**config.mk**
```make
export PLATFORM = sky130hd
export DESIGN_NAME = fetch_prefetch_queue
export DESIGN_NICKNAME = d
export VERILOG_FILES = /design/src/rtl/fetch_pkg.sv /design/src/rtl/fetch_fifo.sv /design/src/rtl/fetch_prefetch_queue.sv
export SDC_FILE = /design/constraint.sdc
export NUM_CORES = 1
export LEC_CHECK = 0
export CORE_UTILIZATION = 40
export CTS_CLUSTER_SIZE = 30
export DETAILED_ROUTE_END_ITERATION = 10
export MAX_ROUTING_LAYER = met4
export SLEW_MARGIN = 20
export SYNTH_ARGS = -nofsm -noshare
export SYNTH_HDL_FRONTEND = slang
export SYNTH_SLANG_ARGS = --single-unit
export TNS_END_PERCENT = 5
```
**constraint.sdc**
```tcl
create_clock -name clk -period 4.6 [get_ports clk]
set_input_delay 0.69 -clock clk [delete_from_list [all_inputs] [get_ports clk]]
set_output_delay 0.69 -clock clk [all_outputs]
set_load 0.01 [all_outputs]
```
**src/rtl/fetch_pkg.sv**
```systemverilog
// Shared constants and types for the fetch stage: halt encoding, default widths,
// the prefetch queue entry layout and a saturating counter helper.
package fetch_pkg;

    localparam int DEF_ADDR_W  = 16;
    localparam int DEF_INSTR_W = 16;

    localparam logic [DEF_INSTR_W-1:0] HALT_WORD = '0;

    typedef struct packed {
        logic [DEF_INSTR_W-1:0] instr;
        logic [DEF_ADDR_W-1:0]  pc;
    } fetch_entry_t;

    function automatic logic [31:0] sat_add32(input logic [31:0] a, input logic [31:0] b);
        logic [32:0] sum;
        sum = {1'b0, a} + {1'b0, b};
        return sum[32] ? 32'hFFFF_FFFF : sum[31:0];
    endfunction

endpackage

```
**src/rtl/fetch_fifo.sv**
```systemverilog
// DEPTH-entry synchronous FIFO with push, pop and a flush that empties it in one cycle.
// Flush wins over push/pop; push on full is accepted only together with a pop.
module fetch_fifo #(
    parameter  int WIDTH = 32,
    parameter  int DEPTH = 4,
    localparam int PTR_W = $clog2(DEPTH),
    localparam int CNT_W = PTR_W + 1
) (
    input  logic             clk,
    input  logic             rst,
    input  logic             i_push,
    input  logic             i_pop,
    input  logic             i_flush,
    input  logic [WIDTH-1:0] i_wr_data,
    output logic [WIDTH-1:0] o_rd_data,
    output logic [CNT_W-1:0] o_count,
    output logic             o_full
);

    logic [WIDTH-1:0] r_mem [DEPTH];
    logic [PTR_W-1:0] r_wr_ptr;
    logic [PTR_W-1:0] r_rd_ptr;
    logic [CNT_W-1:0] r_count;
    logic             w_empty;
    logic             w_do_pop;
    logic             w_do_push;

    assign w_empty   = (r_count == '0);
    assign o_full    = (r_count == CNT_W'(DEPTH));
    assign w_do_pop  = i_pop && !w_empty;
    assign w_do_push = i_push && (!o_full || w_do_pop);

    // NOTE: storage carries no reset; an entry is only ever read after a push has written it.
    always_ff @(posedge clk) begin
        if (w_do_push && !i_flush) begin
            r_mem[r_wr_ptr] <= i_wr_data;
        end
    end

    always_ff @(posedge clk or posedge rst) begin
        if (rst) begin
            r_wr_ptr <= '0;
            r_rd_ptr <= '0;
            r_count  <= '0;
        end else if (i_flush) begin
            r_wr_ptr <= '0;
            r_rd_ptr <= '0;
            r_count  <= '0;
        end else begin
            if (w_do_push) begin
                r_wr_ptr <= r_wr_ptr + 1'b1;
            end
            if (w_do_pop) begin
                r_rd_ptr <= r_rd_ptr + 1'b1;
            end
            case ({w_do_push, w_do_pop})
                2'b10:   r_count <= r_count + 1'b1;
                2'b01:   r_count <= r_count - 1'b1;
                default: r_count <= r_count;
            endcase
        end
    end

    assign o_rd_data = r_mem[r_rd_ptr];
    assign o_count   = r_count;

endmodule

```
**src/rtl/fetch_prefetch_queue.sv**
```systemverilog
// Fetch stage: sequential PC, instruction memory request, prefetch queue, redirect flush
// and halt detection. Optional performance counters are built with FETCH_PERF_CNT_EN.
module fetch_prefetch_queue
    import fetch_pkg::*;
#(
    parameter int                ADDR_W   = DEF_ADDR_W,
    parameter int                INSTR_W  = DEF_INSTR_W,
    parameter int                DEPTH    = 4,
    parameter int                PC_INC   = 2,
    parameter logic [ADDR_W-1:0] RESET_PC = '0
) (
    input  logic               clk,
    input  logic               rst,
    output logic [ADDR_W-1:0]  imem_addr,
    output logic               imem_rd_en,
    input  logic [INSTR_W-1:0] imem_data,
    input  logic               imem_ready,
    output logic [INSTR_W-1:0] instr,
    output logic [ADDR_W-1:0]  instr_pc,
    output logic               instr_valid,
    input  logic               dec_ready,
    input  logic               redirect_en,
    input  logic [ADDR_W-1:0]  redirect_pc,
    output logic               halted
`ifdef FETCH_PERF_CNT_EN
    ,
    output logic [31:0]        perf_fetched,
    output logic [31:0]        perf_flushed,
    output logic [31:0]        perf_stall
`endif
);

    localparam int CNT_W = $clog2(DEPTH) + 1;
    localparam logic [INSTR_W-1:0] HALT = INSTR_W'(HALT_WORD);

    typedef struct packed {
        logic [INSTR_W-1:0] instr;
        logic [ADDR_W-1:0]  pc;
    } entry_t;

    logic [ADDR_W-1:0] r_pc;
    logic              r_stop_fetch;
    logic              r_halted;

    entry_t            w_wr_entry;
    entry_t            w_head;
    logic [CNT_W-1:0]  w_count;
    logic              w_full;
    logic              w_deq;
    logic              w_enq;

    assign instr_valid = (w_count != '0);
    assign w_deq       = instr_valid && dec_ready;
    // A full queue may still fetch when decode frees the head in the same cycle.
    assign imem_rd_en  = !r_stop_fetch && !r_halted && (!w_full || w_deq);
    assign w_enq       = imem_rd_en && imem_ready && !redirect_en;
    assign imem_addr   = r_pc;

    assign w_wr_entry.instr = imem_data;
    assign w_wr_entry.pc    = r_pc;

    fetch_fifo #(
        .WIDTH ($bits(entry_t)),
        .DEPTH (DEPTH)
    ) u_fifo (
        .clk       (clk),
        .rst       (rst),
        .i_push    (w_enq),
        .i_pop     (w_deq),
        .i_flush   (redirect_en),
        .i_wr_data (w_wr_entry),
        .o_rd_data (w_head),
        .o_count   (w_count),
        .o_full    (w_full)
    );

    assign instr    = w_head.instr;
    assign instr_pc = w_head.pc;
    assign halted   = r_halted;

    always_ff @(posedge clk or posedge rst) begin
        if (rst) begin
            r_pc         <= RESET_PC;
            r_stop_fetch <= 1'b0;
            r_halted     <= 1'b0;
        end else if (redirect_en) begin
            r_pc         <= redirect_pc;
            r_stop_fetch <= 1'b0;
            r_halted     <= 1'b0;
        end else begin
            if (w_enq) begin
                r_pc <= r_pc + ADDR_W'(PC_INC);
                if (imem_data == HALT) begin
                    r_stop_fetch <= 1'b1;
                end
            end
            if (w_deq && (w_head.instr == HALT)) begin
                r_halted <= 1'b1;
            end
        end
    end

`ifdef FETCH_PERF_CNT_EN
    logic [31:0] r_perf_fetched;
    logic [31:0] r_perf_flushed;
    logic [31:0] r_perf_stall;
    logic [31:0] w_flush_n;

    // The head leaving to decode in a redirect cycle is consumed, not discarded.
    assign w_flush_n = redirect_en ? (32'(w_count) - 32'(w_deq)) : 32'd0;

    always_ff @(posedge clk or posedge rst) begin
        if (rst) begin
            r_perf_fetched <= '0;
            r_perf_flushed <= '0;
            r_perf_stall   <= '0;
        end else begin
            r_perf_fetched <= sat_add32(r_perf_fetched, 32'(w_enq));
            r_perf_flushed <= sat_add32(r_perf_flushed, w_flush_n);
            r_perf_stall   <= sat_add32(r_perf_stall, 32'(imem_rd_en && !imem_ready));
        end
    end

    assign perf_fetched = r_perf_fetched;
    assign perf_flushed = r_perf_flushed;
    assign perf_stall   = r_perf_stall;
`endif

endmodule

```
After elaboration in Yosys (flattened, before gate mapping)
Memories as Yosys holds them, arrays and structs flattened.
Cells that the tools add are included.
Widths: inputs -> output; s select.
- $add $sub $neg: 5
- multipliers: 0
- div/mod/pow operators: 0
- $lt $le $gt $ge: 0
- equality and inequality tests: 3
- shifts and indexed selects: 0
- muxes and demuxes: 15
- bitwise operators: 0
- reduce and logical (&&, ||, !) cells: 27
- operators with widths (kind ; count):
    $logic_not 16->1 ; 2
    $mux 16 ; 2
    $add 16x2->16 const B ; 1
    $reduce_bool 2->1 ; 5
    $logic_and 1x1->1 ; 9
    $mux 2 ; 4
    $mux 1 ; 7
    $pmux 3 s2 ; 1
    $reduce_bool 3->1 ; 2
    $logic_not 1->1 ; 5
    $add 2x1->2 const B ; 2
    $add 3x1->3 const B ; 1
    $eq 3x3->1 const B ; 1
    $logic_not 3->1 ; 1
    $mux 3 ; 1
    $sub 3x1->3 const B ; 1
    $eq 2x1->1 const B ; 1
    $eq 2x2->1 const B ; 1
    $logic_or 1x1->1 ; 2
    $reduce_and 2->1 ; 1
- flip-flop bits (word level): 25
- bits in latches: 0
- memory bits (writable): 128
- bits in read-only memories: 0
- bits of input ports: 37
- output and inout bits: 51
- logic and storage cells: 57
- memories: 1
- memories (name ; depth ; width ; read ports ; clocked after Yosys merged registers in ; write ports ; line ; source):
    u_fifo.r_mem ; 4 ; 32 ; 1 ; 0 ; 1 ; fetch_fifo.sv:20 ; logic [WIDTH-1:0] r_mem [DEPTH];

Depth between registers and ports, before layout
- depth after elaboration: 10
- gate-level depth with buffers: 7
- gate-level depth less buffers: 7

Hierarchy
A second synthesis with hierarchy kept.
- cell total of the unflattened synthesis: 361
- area, all modules: 6337.3 um^2
- modules (own cells, without submodules) (module ; instances ; cells each ; area each (um^2) ; sequential area each (um^2)):
    fetch_fifo ; 1 ; 232 ; 5197.5 ; 4018.9
    fetch_prefetch_queue ; 1 ; 129 ; 1139.8 ; 450.4

Worst setup path after synthesis
OpenSTA, ideal clock, no wires.
- path type: input to register
- start: input port imem_ready
- end: memory u_fifo.r_mem[0][0] (enable)
- data arrival time: 2045 ps
- data required time: 4208 ps
- setup slack: 2163 ps
- cell stages on the path: 3
- path buffers: 0
- path through: inv_1 -> nor4_1 -> and2_1
- cells in the longest elaborated chain, start to end: 6
- RTL lines (item ; line ; source):
    from (decl) ; fetch_prefetch_queue.sv:17 ; input logic imem_ready,
    $logic_and 1x1->1 (2 in series) ; fetch_prefetch_queue.sv:56 ; assign w_enq = imem_rd_en && imem_ready && !redirect_en;
    $logic_and 1x1->1 ; fetch_fifo.sv:31 ; assign w_do_push = i_push && (!o_full || w_do_pop);
    $logic_and 1x1->1 ; fetch_fifo.sv:35 ; if (w_do_push && !i_flush) begin
    $mux 1 ; fetch_fifo.sv:35 ;
    $mux 1 (not written as such) ; fetch_fifo.sv:36 ; r_mem[r_wr_ptr] <= i_wr_data;
    to (decl) ; fetch_fifo.sv:20 ;
Every way passes these cells.

Worst setup path in the final report
- start: register u_fifo.r_rd_ptr[0]
- end: output port instr[3]
- cells in the longest elaborated chain, start to end: 1
- RTL lines (item ; line ; source):
    from (decl) ; fetch_fifo.sv:22 ; logic [PTR_W-1:0] r_rd_ptr;
    from (signal assigned) ; fetch_fifo.sv:54 ; r_rd_ptr <= r_rd_ptr + 1'b1;
    $mem_v2 4x32 ; - ;
    to (decl) ; fetch_prefetch_queue.sv:18 ; output logic [INSTR_W-1:0] instr,
Every way passes these cells.

==> results.md <==
- Residual DRC: 12
- Nets@finish: 467
- Data arrival at the endpoint of the critical path: 2.57 ns
- Final estimated routing congestion in global placement: 0.730
- Final clock period utilization by the worst path: 0.709
- Synth warnings: 0
- Row Count: 44
- Cell Pwr Density: 520 mW/mm2
- Drt wl/cell: 19.8 um
- Final setup fails: 0
- Peak VDD IR: 0.265 mV
- GRT Util Overall: 0.175
- Type of the most critical hold path: reg -> reg
- Logic depth of the worst path, buffers included: 3
- Max-capacitance violation count: 0
- Final critical-path required period: 3.26 ns
- Total buffers and inverters traversed by the critical path: 2
- Via count: 3205
- Antenna diodes: 0
- Worst slew margin relative to its limit: 0.349
- Cell breakdown of the critical path: buf_4, mux4_2, clkdlybuf4s50_1
- Post CTS Setup Buffer Count: 0
- Worst Setup EP: instr[3]
- Final number of hold-violating endpoints: 0
- Number of library cell types mapped by synthesis: 32
- Reg2reg path depth: 6
- Most frequent cells in the layout: 128 x sky130_fd_sc_hd__edfxtp_1, 87 x sky130_fd_sc_hd__clkdlybuf4s50_1, 32 x sky130_fd_sc_hd__mux4_2
- Setup tns final: 0 ns
- Critical path fanouts, max: 14
- Unrepaired setup endpoints after global routing: no
- Port buffer count: 87
- Run status: finished, violations left
- Core area: 0.0146 mm2
- Setup slack of the most critical reg-to-reg path: 2.03 ns
- Critical R2R Launch: u_fifo.r_rd_ptr[0]
- Fmax: 307 MHz
- Fill cells: 1185
- Synthesized area per cell: 19.0 um2
- Cell count after placement: 589
- Delay of the slowest cell on the worst path: 0.69 ns
- Final total power: 4.08 mW
- Final routed wirelength across all metal layers: 12300 um
- Netlist Area Pre-Place: 0.00605 mm2
- Global-route wire length before repair: 19600 um
- Synth Instances: 319
- Maximum buffer depth of the clock tree: 2
- Growth of design area from synthesis to finish: 29.8%
- Metal1 wirelength: 5700 um
- Post-synthesis register bit count: 153
- Kind of critical path: reg -> out
- Total Die Area: 0.0156 mm2
- Clock root buffer: sky130_fd_sc_hd__clkbuf_16
- Leakage power: 2.66 nW
- Pin count of the biggest net entering global routing: 40
- Endpoint class of the critical path: primary output
- Share of cells above drive strength 1: 0.192
- Number of optimization iterations in the first detailed-route pass: 7
- Sequential share of the synthesized area: 0.739
- Crit start category: flip-flop
- Commonest non-fill, non-tap cell in the layout: sky130_fd_sc_hd__edfxtp_1
- Top cell family by delay on the critical path: buffers and inverters
- Final Max Slew Viols: 0
- Clock latency of the later-clocked register in the worst-skew pair: 0.41 ns
- Slowest cell on the critical path: sky130_fd_sc_hd__dfrtp_2
- Count of placed standard cells in the final layout, fillers left out: 621
- Count of cells resized by post-cts repair: 0
- Number of nets produced by synthesis: 362
- Starting DRT DRC Count: 270
- Initial core utilization: 0.413
- Overflow left after global routing: 0
- Combined area of the multi-input logic cells: 0.00150 mm2
- Sequential cell area: 0.00447 mm2
- Timing startpoint of the critical path: u_fifo.r_rd_ptr[0]
- Clock transition at the registers of the reported paths: 0.06 ns
- Die X-Extent: 125 um
- Clock tree from TritonCTS: yes
- CTS buffer count: 17
- Via-per-instance ratio: 5.16
- Top routing layer in use: met4
- Top-Level Pins: 88
- Failing checks: design-rule violations
- Via count of the first global-routing pass: 3395
- Number of levels in the clock H-tree: 4
- Antenna violations before repair: 0
- Die Span Y: 125 um
- Maximum clock skew at final layout: 0.00754 ns
- Post-route ant nets: 0
- Number of buffers inserted by hold repair at cts: 0
- Hold WS: 0.495 ns
- Crit path required time: 3.91 ns
- Total clock sinks: 153
- Setup slack of the critical path after layout: 1.34 ns
- RR Endpoint: halted
- Estimated wirelength of the detail-placed design: 8080 um
- Detailed route wirelength on metal2: 5870 um
- Actual transition at the worst max-transition pin: 0.970 ns
- Detail Route met3 WL: 622 um
- Setup Slack @ Placement: 1.58 ns
cells by family after synthesis:
logic type | Yosys count | synth area share
AOI/OAI and AO/OA | 16 | 0.0132
xor gates and xnor gates | 19 | 0.0275
buffers and inverters | 18 | 0.0132
adders and majority gates | 6 | 0.0136
DFF | 153 | 0.739
muxes | 38 | 0.130
and+or+nand+nor | 69 | 0.0641
routing by layer:
layer,GRT usage,vias to the layer above
met1,0.232,1622
met4,0.0495,0
met2,0.265,103
li1,-,1474
met5,-,-
met3,0.0488,6
tightest hold or removal path: cells and delay by family, from the launching register on:
family | cells | cell delay (ns)
compound gates | 1 | 0.04
flops | 1 | 0.34
simple gates | 1 | 0.08
synthesized netlist by cell type:
| cell type | number | area, um2 |
|---|---|---|
| sky130_fd_sc_hd__a21oi_1 | 1 | 5.00 |
| sky130_fd_sc_hd__ha_1 | 5 | 62.6 |
| sky130_fd_sc_hd__or4_1 | 1 | 7.51 |
| sky130_fd_sc_hd__mux2_2 | 3 | 33.8 |
| sky130_fd_sc_hd__nor4_1 | 7 | 43.8 |
| sky130_fd_sc_hd__nor2_1 | 9 | 33.8 |
| sky130_fd_sc_hd__mux2i_1 | 3 | 30.0 |
| sky130_fd_sc_hd__buf_2 | 4 | 20.0 |
| sky130_fd_sc_hd__or2_1 | 1 | 6.26 |
| sky130_fd_sc_hd__o21ai_0 | 6 | 30.0 |
| sky130_fd_sc_hd__mux4_2 | 32 | 721 |
| sky130_fd_sc_hd__xnor2_1 | 7 | 61.3 |
| sky130_fd_sc_hd__nand4_1 | 5 | 31.3 |
| sky130_fd_sc_hd__fa_1 | 1 | 20.0 |
| sky130_fd_sc_hd__nor4b_2 | 1 | 15.0 |
| sky130_fd_sc_hd__buf_6 | 1 | 11.3 |
| sky130_fd_sc_hd__clkbuf_1 | 8 | 30.0 |
| sky130_fd_sc_hd__nor4_2 | 2 | 25.0 |
| sky130_fd_sc_hd__nor3_2 | 1 | 10.0 |
| sky130_fd_sc_hd__dfrtp_1 | 25 | 626 |
| sky130_fd_sc_hd__inv_1 | 5 | 18.8 |
| sky130_fd_sc_hd__and4_1 | 3 | 26.3 |
| sky130_fd_sc_hd__and2_1 | 5 | 31.3 |
| sky130_fd_sc_hd__nor3_1 | 3 | 15.0 |
| sky130_fd_sc_hd__and3_1 | 5 | 31.3 |
| sky130_fd_sc_hd__edfxtp_1 | 128 | 3840 |
| sky130_fd_sc_hd__nand2_1 | 18 | 67.6 |
| sky130_fd_sc_hd__or3_1 | 1 | 6.26 |
| sky130_fd_sc_hd__nand3_1 | 6 | 30.0 |
| sky130_fd_sc_hd__o21ai_1 | 9 | 45.0 |
| sky130_fd_sc_hd__xor2_1 | 12 | 105 |
| sky130_fd_sc_hd__nor3b_1 | 1 | 7.51 |
how the worst min path moves through the flow:
stage / slack, ns / endpoint / start / cells past startpoint
after floorplan: 0.45 / r_stop_fetch / r_stop_fetch / 2
after global placement: 0.47 / r_stop_fetch / r_stop_fetch / 2
after detailed placement: 0.49 / r_stop_fetch / r_stop_fetch / 2
after CTS: 0.50 / r_stop_fetch / r_stop_fetch / 2
after global routing: 0.54 / r_stop_fetch / r_stop_fetch / 2
final: 0.49 / r_stop_fetch / r_stop_fetch / 2
layout make-up:
| class | count | share of cell area |
|---|---|---|
| clock buffers | 17 | 0.0542 |
| clock inverters | 15 | 0.0284 |
| inverters | 5 | 0.00239 |
| multi-input cells | 148 | 0.191 |
| flip-flops and latches | 153 | 0.569 |
| well taps | 184 | 0.0293 |
| repair buffers | 99 | 0.126 |
per-stage QoR:
stage,util,cell area (um2)
2_1_floorplan,-,6050
3_3_place_gp,0.492,7210
3_5_place_dp,0.492,7210
4_1_cts,0.536,7860
5_1_grt,0.536,7860
6_report,0.536,7860
registers in the layout, summed over array words and instances (netlist names):
name             cells
u_fifo.o_count       3
u_fifo.r_wr_ptr      2
halted               1
imem_addr           16
u_fifo.r_mem       128
u_fifo.r_rd_ptr      2
r_stop_fetch         1
report_power, final:
group	leakage (nW)	internal [mW]	switching, mW	total (mW)
Combinational	0.867	0.506	0.369	0.875
Sequential	1.48	1.60	0.105	1.71
Clock	0.310	0.964	0.537	1.50
Total	2.66	3.07	1.01	4.08
(Power assumes the default switching activity.)
